File: src/rtl/fifo_stream_pkg.sv
// Shared constants and types for the FIFO read-side stream consumer.
package fifo_stream_pkg;

  // Words the prefetch buffer can hold; covers one cycle of RAM read latency.
  localparam int PREFETCH_DEPTH = 2;

  // Defaults kept in step with the generate_memory FIFO instantiations.
  localparam int DEF_M_WIDTH    = 32;
  localparam int DEF_BURST_LEN  = 16;

  typedef logic [1:0] occ_t;

endpackage

File: src/rtl/stream_prefetch_buf.sv
// Two-entry in-order queue holding words returned by the FIFO until the
// downstream consumer takes them. Callers never push when full or pop when empty.
module stream_prefetch_buf
  import fifo_stream_pkg::*;
#(
  parameter int W = DEF_M_WIDTH
) (
  input  logic         i_clk,
  input  logic         i_rst,
  input  logic         i_push,
  input  logic [W-1:0] i_push_data,
  input  logic         i_pop,
  output occ_t         o_occ,
  output logic [W-1:0] o_head
);

  logic [W-1:0] mem_q [PREFETCH_DEPTH];
  logic         head_q, head_d;
  logic         tail_q, tail_d;
  occ_t         occ_q, occ_d;

  // Pointer and occupancy update; simultaneous push and pop leaves occupancy unchanged.
  always_comb begin
    head_d = head_q;
    tail_d = tail_q;
    occ_d  = occ_q;
    if (i_push) tail_d = ~tail_q;
    if (i_pop)  head_d = ~head_q;
    case ({i_push, i_pop})
      2'b10:   occ_d = occ_q + 2'd1;
      2'b01:   occ_d = occ_q - 2'd1;
      default: occ_d = occ_q;
    endcase
  end

  // Storage and pointer registers.
  always_ff @(posedge i_clk or posedge i_rst) begin
    if (i_rst) begin
      mem_q[0] <= '0;
      mem_q[1] <= '0;
      head_q   <= 1'b0;
      tail_q   <= 1'b0;
      occ_q    <= '0;
    end else begin
      if (i_push) mem_q[tail_q] <= i_push_data;
      head_q <= head_d;
      tail_q <= tail_d;
      occ_q  <= occ_d;
    end
  end

  assign o_occ  = occ_q;
  assign o_head = mem_q[head_q];

endmodule

File: src/rtl/fifo_stream_reader.sv
// Read-side consumer of the dual-clock FIFO: issues reads, absorbs the
// one-cycle RAM latency in a prefetch buffer and presents a valid/ready
// stream with packet framing every BURST_LEN beats.
module fifo_stream_reader
  import fifo_stream_pkg::*;
#(
  parameter  int M_WIDTH   = DEF_M_WIDTH,
  parameter  int BURST_LEN = DEF_BURST_LEN,
  localparam int CNT_W     = $clog2(BURST_LEN)
) (
  input  logic               i_clk,
  input  logic               i_rst,
  input  logic               i_enable,
  output logic               o_fifo_read_enable,
  input  logic [M_WIDTH-1:0] i_fifo_read_data,
  input  logic               i_fifo_read_data_valid,
  input  logic               i_fifo_empty,
  output logic [M_WIDTH-1:0] o_data,
  output logic               o_valid,
  input  logic               i_ready,
  output logic               o_last,
  output logic [CNT_W-1:0]   o_beat_count,
  output logic               o_busy,
  output logic               o_err_unexpected
);

  localparam logic [CNT_W-1:0] BEAT_LAST = CNT_W'(BURST_LEN - 1);

  occ_t             occ;
  logic             pop, push;
  logic [2:0]       level;
  logic             inflight_q;
  logic [CNT_W-1:0] beat_q, beat_d;
  logic             err_q, err_d;

  assign o_valid = (occ != 2'd0);
  assign pop     = o_valid && i_ready;
  assign push    = inflight_q && i_fifo_read_data_valid;

  // Slots already claimed after this cycle's pop; a new read is only issued
  // when its returning word is guaranteed a free slot.
  assign level = 3'(occ) + 3'(inflight_q) - 3'(pop);
  assign o_fifo_read_enable = !i_rst && i_enable && !i_fifo_empty && (level < 3'd2);

  stream_prefetch_buf #(.W(M_WIDTH)) u_buf (
    .i_clk       (i_clk),
    .i_rst       (i_rst),
    .i_push      (push),
    .i_push_data (i_fifo_read_data),
    .i_pop       (pop),
    .o_occ       (occ),
    .o_head      (o_data)
  );

  // Beat index advances on every pop and wraps at the packet boundary; the
  // error flag latches data returned without a read in flight.
  always_comb begin
    beat_d = beat_q;
    err_d  = err_q;
    if (pop) beat_d = (beat_q == BEAT_LAST) ? '0 : beat_q + 1'b1;
    if (!inflight_q && i_fifo_read_data_valid) err_d = 1'b1;
  end

  // Read-in-flight tracking, beat counter and sticky error.
  always_ff @(posedge i_clk or posedge i_rst) begin
    if (i_rst) begin
      inflight_q <= 1'b0;
      beat_q     <= '0;
      err_q      <= 1'b0;
    end else begin
      inflight_q <= o_fifo_read_enable;
      beat_q     <= beat_d;
      err_q      <= err_d;
    end
  end

  assign o_last           = o_valid && (beat_q == BEAT_LAST);
  assign o_beat_count     = beat_q;
  assign o_busy           = (occ != 2'd0) || inflight_q;
  assign o_err_unexpected = err_q;

endmodule

File: config.mk
export PLATFORM = sky130hd
export DESIGN_NAME = fifo_stream_reader
export DESIGN_NICKNAME = d
export VERILOG_FILES = /design/src/rtl/fifo_stream_pkg.sv /design/src/rtl/stream_prefetch_buf.sv /design/src/rtl/fifo_stream_reader.sv
export SDC_FILE = /design/constraint.sdc
export NUM_CORES = 1
export LEC_CHECK = 0
export ABC_CLOCK_PERIOD_IN_PS = 2750
export BUFFER_PORTS_ARGS = -buffer_cell sky130_fd_sc_hd__buf_4
export CAP_MARGIN = 15
export CELL_PAD_IN_SITES_DETAIL_PLACEMENT = 0
export CELL_PAD_IN_SITES_GLOBAL_PLACEMENT = 1
export CORE_ASPECT_RATIO = 0.8
export CORE_MARGIN = 1
export CORE_UTILIZATION = 43
export CTS_CLUSTER_SIZE = 8
export DETAILED_ROUTE_END_ITERATION = 8
export GPL_TIMING_DRIVEN = 0
export MAX_ROUTING_LAYER = met4
export PLACE_DENSITY_LB_ADDON = 0.1
export RECOVER_POWER = 50
export SYNTH_ARGS = -nofsm -noshare
export SYNTH_HDL_FRONTEND = slang
export SYNTH_SLANG_ARGS = --single-unit
File: constraint.sdc
create_clock -name i_clk -period 2.75 [get_ports i_clk]
set_input_delay 0.1375 -clock i_clk [delete_from_list [all_inputs] [get_ports i_clk]]
set_output_delay 0.1375 -clock i_clk [all_outputs]
set_load 0.005 [all_outputs]
==> implementation parameters <==
Parameter                              Value

Outcome
  Run status    complete, but fails checks
  Violations in the final reports    capacitance limit, slew limit

Routing
  Vias after detailed routing    2064
  Number of search-and-repair iterations in the first detailed-routing pass    4
  Routed vias/inst    just under 5
  Routed len/inst    approximately 15 um
  Antenna Nets Post-Route    0
  Total wire length after detailed routing    6.500 mm
  Initial detailed-routing violation count    31
  DRC Markers    0

Die
  Die extent in y    81.78 um
  Floorplan core area    7532 um^2
  Die boundary width    roughly 100 um
  DIE AREA    around 8300 um^2
  Number of placement rows    28
  Starting density of the core    0.4542
  I/O pins    79

Cells and area
  Utilization after layout    0.5774
  Signed area change from the synthesized netlist to the final layout    27.14%
  Area used by multi-input combinational logic    ~1500 um^2
  Number of filler cells placed in the layout    656
  Final std cell area, no fill    4349 um^2
  Register cell area after layout    1852 um^2
  Diodes inserted    0
  Layout Nets    approximately 360
  Fraction of final layout cells with drive strength greater than 1    0.6313

Yosys
  Sequential fraction of the synthesis area    0.5413
  Flip-flop and latch count after synthesis    74
  Gate count of the mapped netlist    221
  Yosys cell types    32
  Cell type with the largest total area after synthesis    sky130_fd_sc_hd__dfrtp_1
  Post-synthesis area per instance    15.48 um^2
  Yosys Warn Count    0
  Dominant cells by area after synthesis    sky130_fd_sc_hd__dfrtp_1 (54%), sky130_fd_sc_hd__mux2_2 (22%), sky130_fd_sc_hd__mux2_4 (13%)
  Cell area after technology mapping    3421 um^2
  Syn Nets    around 260
  Area share of the largest cell type after synthesis    0.5413

Setup path
  Crit path kind    reg -> out
  WP data required    around 2.6 ns
  Largest driver fanout on the critical path    8
  Worst path arrival time    2.41 ns
  Startpoint type of the worst setup path    flip-flop
  Crit. End Element    output port

Timing
  Final Setup Violations    0
  Worst Skew    ~0.004 ns
  Setup repair after global routing missed its margin    false
  Sum of negative setup slack    0 ns
  WHS    0.02594 ns
  Tightest slew margin relative to the limit    -0.07115
  Max Freq    392.7 MHz
  Final worst path period share    0.9261
  Pin slew with the least headroom to its limit    1.607 ns
  Hold Fails Final Rpt    0
  Final number of max-transition violations    66
  Shortest clock period the worst path allows after layout    2.547 ns

Clock tree
  Post-CTS setup-driven buffer insertion count    0
  Clock tree from TritonCTS    done
  Longest Clk Path Bufs    2
  Number of clock buffers inserted by TritonCTS    9
  Number of clock sinks seen by CTS    74
  H-tree Lvls    3
  Clk slew on worst S/H paths    0.07 ns
  Worst skew pair latency    approximately 0.35 ns
  Buffer type at the clock tree root    sky130_fd_sc_hd__clkbuf_8

Global route
  Antenna violations before repair    0
  Congestion Overflow GR    0
  Overall routing resource usage    0.1798
  Number of global-route vias before repair    between 2000 and 2500
  Largest net degree at the start of global routing    66
  First-pass GRT wire length    10.56 mm

Pwr
  Power per Cell Area    ~1000 nW/um^2
  VDD IR max    0.4360 mV
  PnR Total Power    4.484 mW
  Static Leak    about 2.2 nW

Placed design
  Quantity of I/O buffers inserted on ports    78
  Weighted congestion reported at the end of routability-driven placement    approximately 0.71
  Detailed-placement wirelength estimate    4.387 mm
  Area post-placement    ~4200 um^2

Run
  Max cap viols    1

Min path
  Path category of the worst min-delay check    in -> reg
critical path, stage by stage, from the launching register on:
cell and delay (ns):
sky130_fd_sc_hd__dfrtp_1 0.37, sky130_fd_sc_hd__clkbuf_2 0.21, sky130_fd_sc_hd__o21ai_2 0.14, sky130_fd_sc_hd__nor2_1 0.19
sky130_fd_sc_hd__o21ai_0 0.14, sky130_fd_sc_hd__fa_1 0.49, sky130_fd_sc_hd__nand2_1 0.06, sky130_fd_sc_hd__nor4_2 0.28
sky130_fd_sc_hd__buf_4 0.17
layout make-up:
cell class                 count  share of cell area
sequential                    74              0.4258
tap                          105             0.03021
clock buffer                  11             0.03251
timing repair buffer          86              0.1510
inverter                       2            0.002014
multi-input combinational    132              0.3349
clock inverter                 3            0.004028
buffer                        12             0.01956
where the power goes:
group | internal [mW] | switching [mW]
Sequential | 1.56 | 0.271
Clock | 0.339 | 0.374
Combinational | 1.31 | 0.624
layout by cell type (no fill, tap or decap), types with 2 or more instances in the layout:
cell type / count
sky130_fd_sc_hd__buf_12: 2
sky130_fd_sc_hd__nand3_1: 2
sky130_fd_sc_hd__clkinv_2: 2
sky130_fd_sc_hd__o21ai_0: 2
sky130_fd_sc_hd__clkbuf_2: 2
sky130_fd_sc_hd__clkbuf_8: 10
sky130_fd_sc_hd__mux2_2: 68
sky130_fd_sc_hd__dfrtp_1: 74
sky130_fd_sc_hd__buf_4: 72
sky130_fd_sc_hd__nand2_1: 6
sky130_fd_sc_hd__mux2_4: 29
sky130_fd_sc_hd__or3_2: 2
sky130_fd_sc_hd__clkbuf_4: 5
sky130_fd_sc_hd__xnor2_1: 4
sky130_fd_sc_hd__dlygate4sd3_1: 7
sky130_fd_sc_hd__buf_2: 5
sky130_fd_sc_hd__a21o_1: 2
sky130_fd_sc_hd__clkbuf_1: 6
synth_stat cells:
master and count:
sky130_fd_sc_hd__a21boi_0 1, sky130_fd_sc_hd__a21o_1 2, sky130_fd_sc_hd__a21oi_1 1, sky130_fd_sc_hd__a311oi_1 1
sky130_fd_sc_hd__and4_1 1, sky130_fd_sc_hd__buf_12 3, sky130_fd_sc_hd__buf_2 6, sky130_fd_sc_hd__buf_6 1
sky130_fd_sc_hd__clkbuf_1 3, sky130_fd_sc_hd__dfrtp_1 74, sky130_fd_sc_hd__fa_1 1, sky130_fd_sc_hd__ha_1 1
sky130_fd_sc_hd__inv_1 2, sky130_fd_sc_hd__mux2_2 68, sky130_fd_sc_hd__mux2_4 29, sky130_fd_sc_hd__nand2_1 5
sky130_fd_sc_hd__nand2_2 1, sky130_fd_sc_hd__nand3_1 2, sky130_fd_sc_hd__nor2_1 1, sky130_fd_sc_hd__nor2b_1 1
sky130_fd_sc_hd__nor4_1 1, sky130_fd_sc_hd__o211a_1 1, sky130_fd_sc_hd__o211ai_1 1, sky130_fd_sc_hd__o21ai_0 2
sky130_fd_sc_hd__o21ai_1 1, sky130_fd_sc_hd__o21bai_1 1, sky130_fd_sc_hd__o31ai_1 1, sky130_fd_sc_hd__or2_1 1
sky130_fd_sc_hd__or2_2 1, sky130_fd_sc_hd__or3_2 2, sky130_fd_sc_hd__xnor2_1 4, sky130_fd_sc_hd__xor2_1 1
final timing paths:
check	start	end	slack (ns)	depth (start not counted)
max in group asynchronous	i_rst	u_buf.mem_q[35]$_DFFE_PP0P_	0.54	4
worst min-delay path	i_fifo_read_data[14]	u_buf.mem_q[46]$_DFFE_PP0P_	0.03	2
worst max register to register	inflight_q$_DFF_PP0_	u_buf.mem_q[56]$_DFFE_PP0P_	0.46	5
worst max-delay path	u_buf.o_occ[1]$_DFFE_PP0P_	o_fifo_read_enable	0.20	8
worst min register to register	o_err_unexpected$_DFFE_PP0P_	o_err_unexpected$_DFFE_PP0P_	0.46	1
min in group asynchronous	i_rst	u_buf.mem_q[42]$_DFFE_PP0P_	0.34	3
cells by family after synthesis:
group                    count (synthesis)  share of synthesized area
adder cells (fa/ha/maj)                  2                   0.009510
multiplexers                            97                     0.3511
XOR/XNOR                                 5                    0.01280
flip-flops                              74                     0.5413
AO/OA/AOI/OAI                           12                    0.02451
AND/OR/NAND/NOR                         16                    0.02561
buffers and inverters                   15                    0.03511
registers in the layout, summed over array words and instances, names as in the netlist:
| signal | count |
|---|---|
| inflight_q | 1 |
| o_beat_count | 4 |
| o_err_unexpected | 1 |
| u_buf.head_q | 1 |
| u_buf.mem_q | 64 |
| u_buf.o_occ | 2 |
| u_buf.tail_q | 1 |
repair_timing:
item | in CTS | in global routing
pin swaps | 0 | 0
resized for setup | 2 | 1
setup endpoints to repair | 1 | 1
endpoints found under the hold margin | 76 | 5
hold buffers | 3 | 4
metrics by stage:
step | setup WS (ns) | instances
6_report | 0.2033 | 425
5_1_grt | 0.02085 | 425
4_1_cts | 0.07358 | 421
3_5_place_dp | 0.2582 | 405
3_3_place_gp | -0.3400 | 404
2_1_floorplan | 0.6785 | 221
layer usage:
metal	up-vias	wire, um	track usage
met5	-	0	-
met4	0	51	0.06087
met3	6	347	0.07404
met2	50	3017	0.2601
met1	1029	3084	0.2278
li1	979	-	-
Power figures use the tool's default switching activity.
